File: src/rtl/mac_pipe_pkg.sv
// Shared widths, saturation bounds and the pipeline stage record for mac_pipe.
// Stage payloads are carried sign/zero-extended to P_MAX bits so one record type fits every BITS.
package mac_pipe_pkg;

  localparam int P_MAX = 64;

  typedef logic signed [P_MAX-1:0] wide_t;

  typedef struct packed {
    logic  valid;
    logic  acc;
    wide_t p;
  } stage_t;

  function automatic int p_width(input int bits);
    return 2 * bits + 1;
  endfunction

  function automatic int s_width(input int bits);
    return 2 * bits + 2;
  endfunction

  function automatic wide_t sat_umax(input int w);
    wide_t one;
    one = 1;
    return (one <<< w) - one;
  endfunction

  function automatic wide_t sat_smax(input int w);
    wide_t one;
    one = 1;
    return (one <<< (w - 1)) - one;
  endfunction

  function automatic wide_t sat_smin(input int w);
    wide_t one;
    one = 1;
    return -(one <<< (w - 1));
  endfunction

  // Representable range of a w-bit result under the selected signedness.
  function automatic wide_t sat_hi(input int w, input bit sgn);
    return sgn ? sat_smax(w) : sat_umax(w);
  endfunction

  function automatic wide_t sat_lo(input int w, input bit sgn);
    return sgn ? sat_smin(w) : '0;
  endfunction

endpackage

File: src/rtl/mac_pipe_sat.sv
// Final-stage adder: p plus optional previous result, range check, wrap or clamp to W bits.
// Combinational; MAC_SAT_EN selects clamping on overflow, otherwise the result wraps.
module mac_pipe_sat
  import mac_pipe_pkg::*;
#(
  parameter int W      = 8,
  parameter int SIGNED = 0
) (
  input  wide_t          p,
  input  logic           acc,
  input  logic [W-1:0]   o_prev,
  output logic [W-1:0]   o_next,
  output logic           ovf
);

  localparam bit    SGN = (SIGNED != 0);
  localparam wide_t HI  = sat_hi(W, SGN);
  localparam wide_t LO  = sat_lo(W, SGN);

  wide_t o_wide;
  wide_t s;

  always_comb begin
    o_wide = {{(P_MAX-W){SGN & o_prev[W-1]}}, o_prev};
    s      = p + (acc ? o_wide : wide_t'(0));
    ovf    = (s > HI) || (s < LO);
`ifdef MAC_SAT_EN
    if (s > HI)
      o_next = HI[W-1:0];
    else if (s < LO)
      o_next = LO[W-1:0];
    else
      o_next = s[W-1:0];
`else
    o_next = s[W-1:0];
`endif
  end

endmodule

File: src/rtl/mac_pipe.sv
// Pipelined a*b+ci with optional accumulation into o; MAC_SAT_EN enables saturation on overflow.
// Latency DEPTH-1 edges after accept; one global enable stalls every stage while o is held unconsumed.
module mac_pipe
  import mac_pipe_pkg::*;
#(
  parameter int BITS   = 4,
  parameter int DEPTH  = 4,
  parameter int SIGNED = 0
) (
  input  logic              clk,
  input  logic              rst,
  input  logic              in_valid,
  output logic              in_ready,
  input  logic [BITS-1:0]   a,
  input  logic [BITS-1:0]   b,
  input  logic [2*BITS-1:0] ci,
  input  logic              acc,
  output logic              out_valid,
  input  logic              out_ready,
  output logic [2*BITS-1:0] o,
  output logic              ovf
);

  localparam int W   = 2 * BITS;
  localparam int PW  = p_width(BITS);
  localparam bit SGN = (SIGNED != 0);

  logic          advance;
  stage_t        pipe [DEPTH-1];
  logic [PW-1:0] a_x, b_x, ci_x, p_n;
  wide_t         p_wide;
  logic [W-1:0]  o_next;
  logic          ovf_next;

  assign advance  = !out_valid || out_ready;
  assign in_ready = advance && rst;

  // Product and addend are exact in PW bits, then widened for the stage record.
  always_comb begin
    a_x    = {{(PW-BITS){SGN & a[BITS-1]}}, a};
    b_x    = {{(PW-BITS){SGN & b[BITS-1]}}, b};
    ci_x   = {{(PW-W){SGN & ci[W-1]}}, ci};
    p_n    = a_x * b_x + ci_x;
    p_wide = {{(P_MAX-PW){SGN & p_n[PW-1]}}, p_n};
  end

  always_ff @(posedge clk) begin
    if (!rst) begin
      for (int i = 0; i < DEPTH-1; i++)
        pipe[i] <= '0;
      out_valid <= 1'b0;
      o         <= '0;
      ovf       <= 1'b0;
    end else if (advance) begin
      pipe[0] <= '{valid: in_valid && in_ready, acc: acc, p: p_wide};
      for (int i = 1; i < DEPTH-1; i++)
        pipe[i] <= pipe[i-1];
      out_valid <= pipe[DEPTH-2].valid;
      // Bubbles leave o untouched so chained acc beats survive idle gaps.
      if (pipe[DEPTH-2].valid) begin
        o   <= o_next;
        ovf <= ovf_next;
      end
    end
  end

  mac_pipe_sat #(
    .W      (W),
    .SIGNED (SIGNED)
  ) u_sat (
    .p      (pipe[DEPTH-2].p),
    .acc    (pipe[DEPTH-2].acc),
    .o_prev (o),
    .o_next (o_next),
    .ovf    (ovf_next)
  );

endmodule

File: config.mk
export PLATFORM = sky130hd
export DESIGN_NAME = mac_pipe
export DESIGN_NICKNAME = d
export VERILOG_FILES = /design/src/rtl/mac_pipe_pkg.sv /design/src/rtl/mac_pipe_sat.sv /design/src/rtl/mac_pipe.sv
export SDC_FILE = /design/constraint.sdc
export NUM_CORES = 1
export LEC_CHECK = 0
export ABC_AREA = 0
export CAP_MARGIN = 0
export CORE_MARGIN = 10
export CORE_UTILIZATION = 44
export DETAILED_ROUTE_END_ITERATION = 10
export GPL_ROUTABILITY_DRIVEN = 0
export GPL_TIMING_DRIVEN = 1
export PLACE_DENSITY = 0.62
export SLEW_MARGIN = 20
export SYNTH_ARGS = -nofsm -noshare
export SYNTH_HDL_FRONTEND = slang
export SYNTH_SLANG_ARGS = --single-unit
File: constraint.sdc
create_clock -name clk -period 13 [get_ports clk]
set_input_delay 3.9 -clock clk [delete_from_list [all_inputs] [get_ports clk]]
set_output_delay 3.9 -clock clk [all_outputs]
set_load 0.01 [all_outputs]
==> flow_summary.yaml <==
cells_and_area:
  final_cell_mix: "edfxtp_1 (33), clkdlybuf4s50_1 (31), and3_1 (27), inv_1 (26), ha_1 (25)"
  fin_cells: 364
  drive_gt1_share_pct: 6.574
  fillCellCount: 533
  nets: 344
  area_growth_pct: 16.91
  fin_area_mm2: 0.003227
  final_common_cell: "edfxtp_1"
  n_antenna_cell: 0
sta:
  worst_pin_slew_ns: 0.5128
  final.setup.tns_ns: 0
  slew_violations: 0
  fin_crit_sh_pct: 72.99
  finClkSkew_ns: 0.009744
  slew-limit-headroom_pct: 65.81
  finalHoldViolCount: 0
  timing.fmax_mhz: 105.4
  setup_ws_ns: 3.512
  setup_viol: 0
  rsz0062_at_grt: "no"
  layout_min_cycle_time_ns: 9.488
place:
  dp_cells: 356
  dp_hpwl_um: 3536
  place_area_mm2: 0.003138
  io_buffers: 31
  dp_slack_ns: 3.523
routing:
  vias_per_cell: 5.181
  vias: 1886
  wirelength_um: 4748
  wire_per_inst_um: 13.04
  drc: 0
  first_pass_iters: 4
  drtIter0Drc: 83
  ant_nets: 0
floorplanning:
  initial_utilization_pct: 46.07
  die_area_mm2: 0.009841
  core_area_mm2: 0.005991
  die_h_um: 99.20
  rows: 28
  die_w_um: 99.20
  ioPinCount: 32
power_and_ir_drop:
  internal-power_uw: 239.2
  cellPowerDensity_mw_per_mm2: 101.8
  switching_share_pct: 27.20
  combPwrFrac_pct: 22.9
  clockPowerShare_pct: 25.6
  vdd_drop_max_mv: 0.04884
  pwr-share-seq_pct: 51.5
  switching_power_uw: 89.40
  p_leak_uw: 0.001502
clock_tree:
  clockRootBuffer: "clkbuf_8"
  clk-insertion-delay-late_ns: 0.29
  postCtsSetupBuffers: 0
  tritoncts: "yes"
  cts_resized: 0
  clkSinkCount: 43
  h-tree-depth: 2
  postCtsHoldBufs: 0
  path_clk_slew_ns: 0.08
  clk_path_buf_depth: 2
  cts_buffers: 5
synthesis:
  synth_sequential_area_ratio_pct: 43.16
  async_reset_ff_share_pct: 0
  synthesis.area_mm2: 0.002760
  yosysWarningCount: 0
  synth_edf_count: 33
  avgSynthCellArea_um2: 10.70
  syn_inst: 258
  ys_seq_elements: 43
  synth.top_cell.area_share_pct: 35.90
  synth_ff_type: "edfxtp_1"
  yosysUniqueCellTypes: 43
  synthTopCellsByArea: "edfxtp_1 (36%), ha_1 (11%), dfxtp_1 (7.3%)"
  synth_fp_nets: 314
  synth_top_area_cell: "edfxtp_1"
worst_setup_path:
  crit_path_end_kind: "primary output"
  critPathKind: "in -> out"
  cp.required_ns: 9.10
  cp.arrival_ns: 5.59
  path_max_fanout: 45
  start_kind: "primary input"
global_routing:
  grt_pass1_vias: 1957
  gr-total-overflow: 0
  grt_pass1_wl_um: 8424
  grt_antenna_before_repair: 0
  grt_max_degree: 46
  track_usage_pct: 10.02
run:
  cap_viol_max_count: 0
min_path:
  hp-class: "reg -> reg"
run_status:
  status: "completed"
-- cell usage after synthesis, drive strengths merged (2+ instances only) --
library cell  number
nand2             22
and2              18
nand4b             2
a21oi              7
xnor2              3
dfxtp             10
a21o               3
nand3              6
nor2b              3
fa                10
nand4              2
clkbuf             9
ha                25
inv               26
a211oi             2
o211ai             6
xor2               2
nor3               4
a211o              2
a31oi              2
nor2               9
nand2b             2
o21ai              6
edfxtp            33
and3              27
o21a               3
a21boi             3
-- sequential cells by signal (all words and copies together), names as in the netlist --
name / flops
o: 8
out_valid: 1
ovf: 1
pipe: 33
-- power groups by stage --
stage | Combinational (µW) | Clock, µW | Sequential, µW
floorplan | 55.8 | 0 | 172
global placement | 74.0 | 0 | 172
detailed placement | 75.8 | 0 | 173
CTS | 76.3 | 87.1 | 169
global route | 88.0 | 92.9 | 171
finish | 75.2 | 84.1 | 169
-- metal layers --
layer / GRT usage (%) / wire length [µm] / vias up
li1: - / - / 970
met1: 10.22 / 2025 / 879
met2: 18.84 / 2462 / 33
met3: 2.630 / 206 / 4
met4: 3.969 / 53 / 0
met5: 0 / 0 / -
-- through the flow --
| step | total power, µW | util, % | hold slack (ns) |
|---|---|---|---|
| 2_1_floorplan | 227.5 | - | 0.4928 |
| 3_3_place_gp | 246.1 | 52.38 | 0.4604 |
| 3_5_place_dp | 248.4 | 52.38 | 0.4718 |
| 4_1_cts | 332.9 | 53.86 | 0.4837 |
| 5_1_grt | 351.9 | 53.86 | 0.5070 |
| 6_report | 328.7 | 53.86 | 0.4774 |
-- path summary, 6_finish.rpt --
kind	slack, ns	to	startpoint	cells past startpoint
max reg2reg	10.86	ovf	pipe[0][196]	7
max	3.51	in_ready	rst	5
min	0.48	o[0]	o[0]	2
min reg2reg	0.48	o[0]	o[0]	2
-- final cells by class --
cell class                 instances  area (µm²)  area share [%]
inverter                          26       97.59           3.024
multi-input combinational        179        1430           44.32
clock inverter                     3       20.02          0.6204
sequential                        43        1191           36.91
clock buffer                       5       68.82           2.133
tap                               75       93.84           2.908
timing repair buffer              33       325.3           10.08
-- kinds of logic after synthesis --
group,after synthesis,synth area share [%]
buffers and inverters,36,5.032
adders and majority gates,35,18.59
AOI/OAI and AO/OA,39,10.92
DFF,43,43.15
xor gates and xnor gates,5,1.587
and+or+nand+nor,100,20.72
-- worst max-delay path: stages --
cell	delay, ns
clkdlybuf4s50_1	0.45
buf_4	0.34
nand2_2	0.17
inv_1	0.15
clkdlybuf4s50_1	0.55
Power figures use the tool's default switching activity.
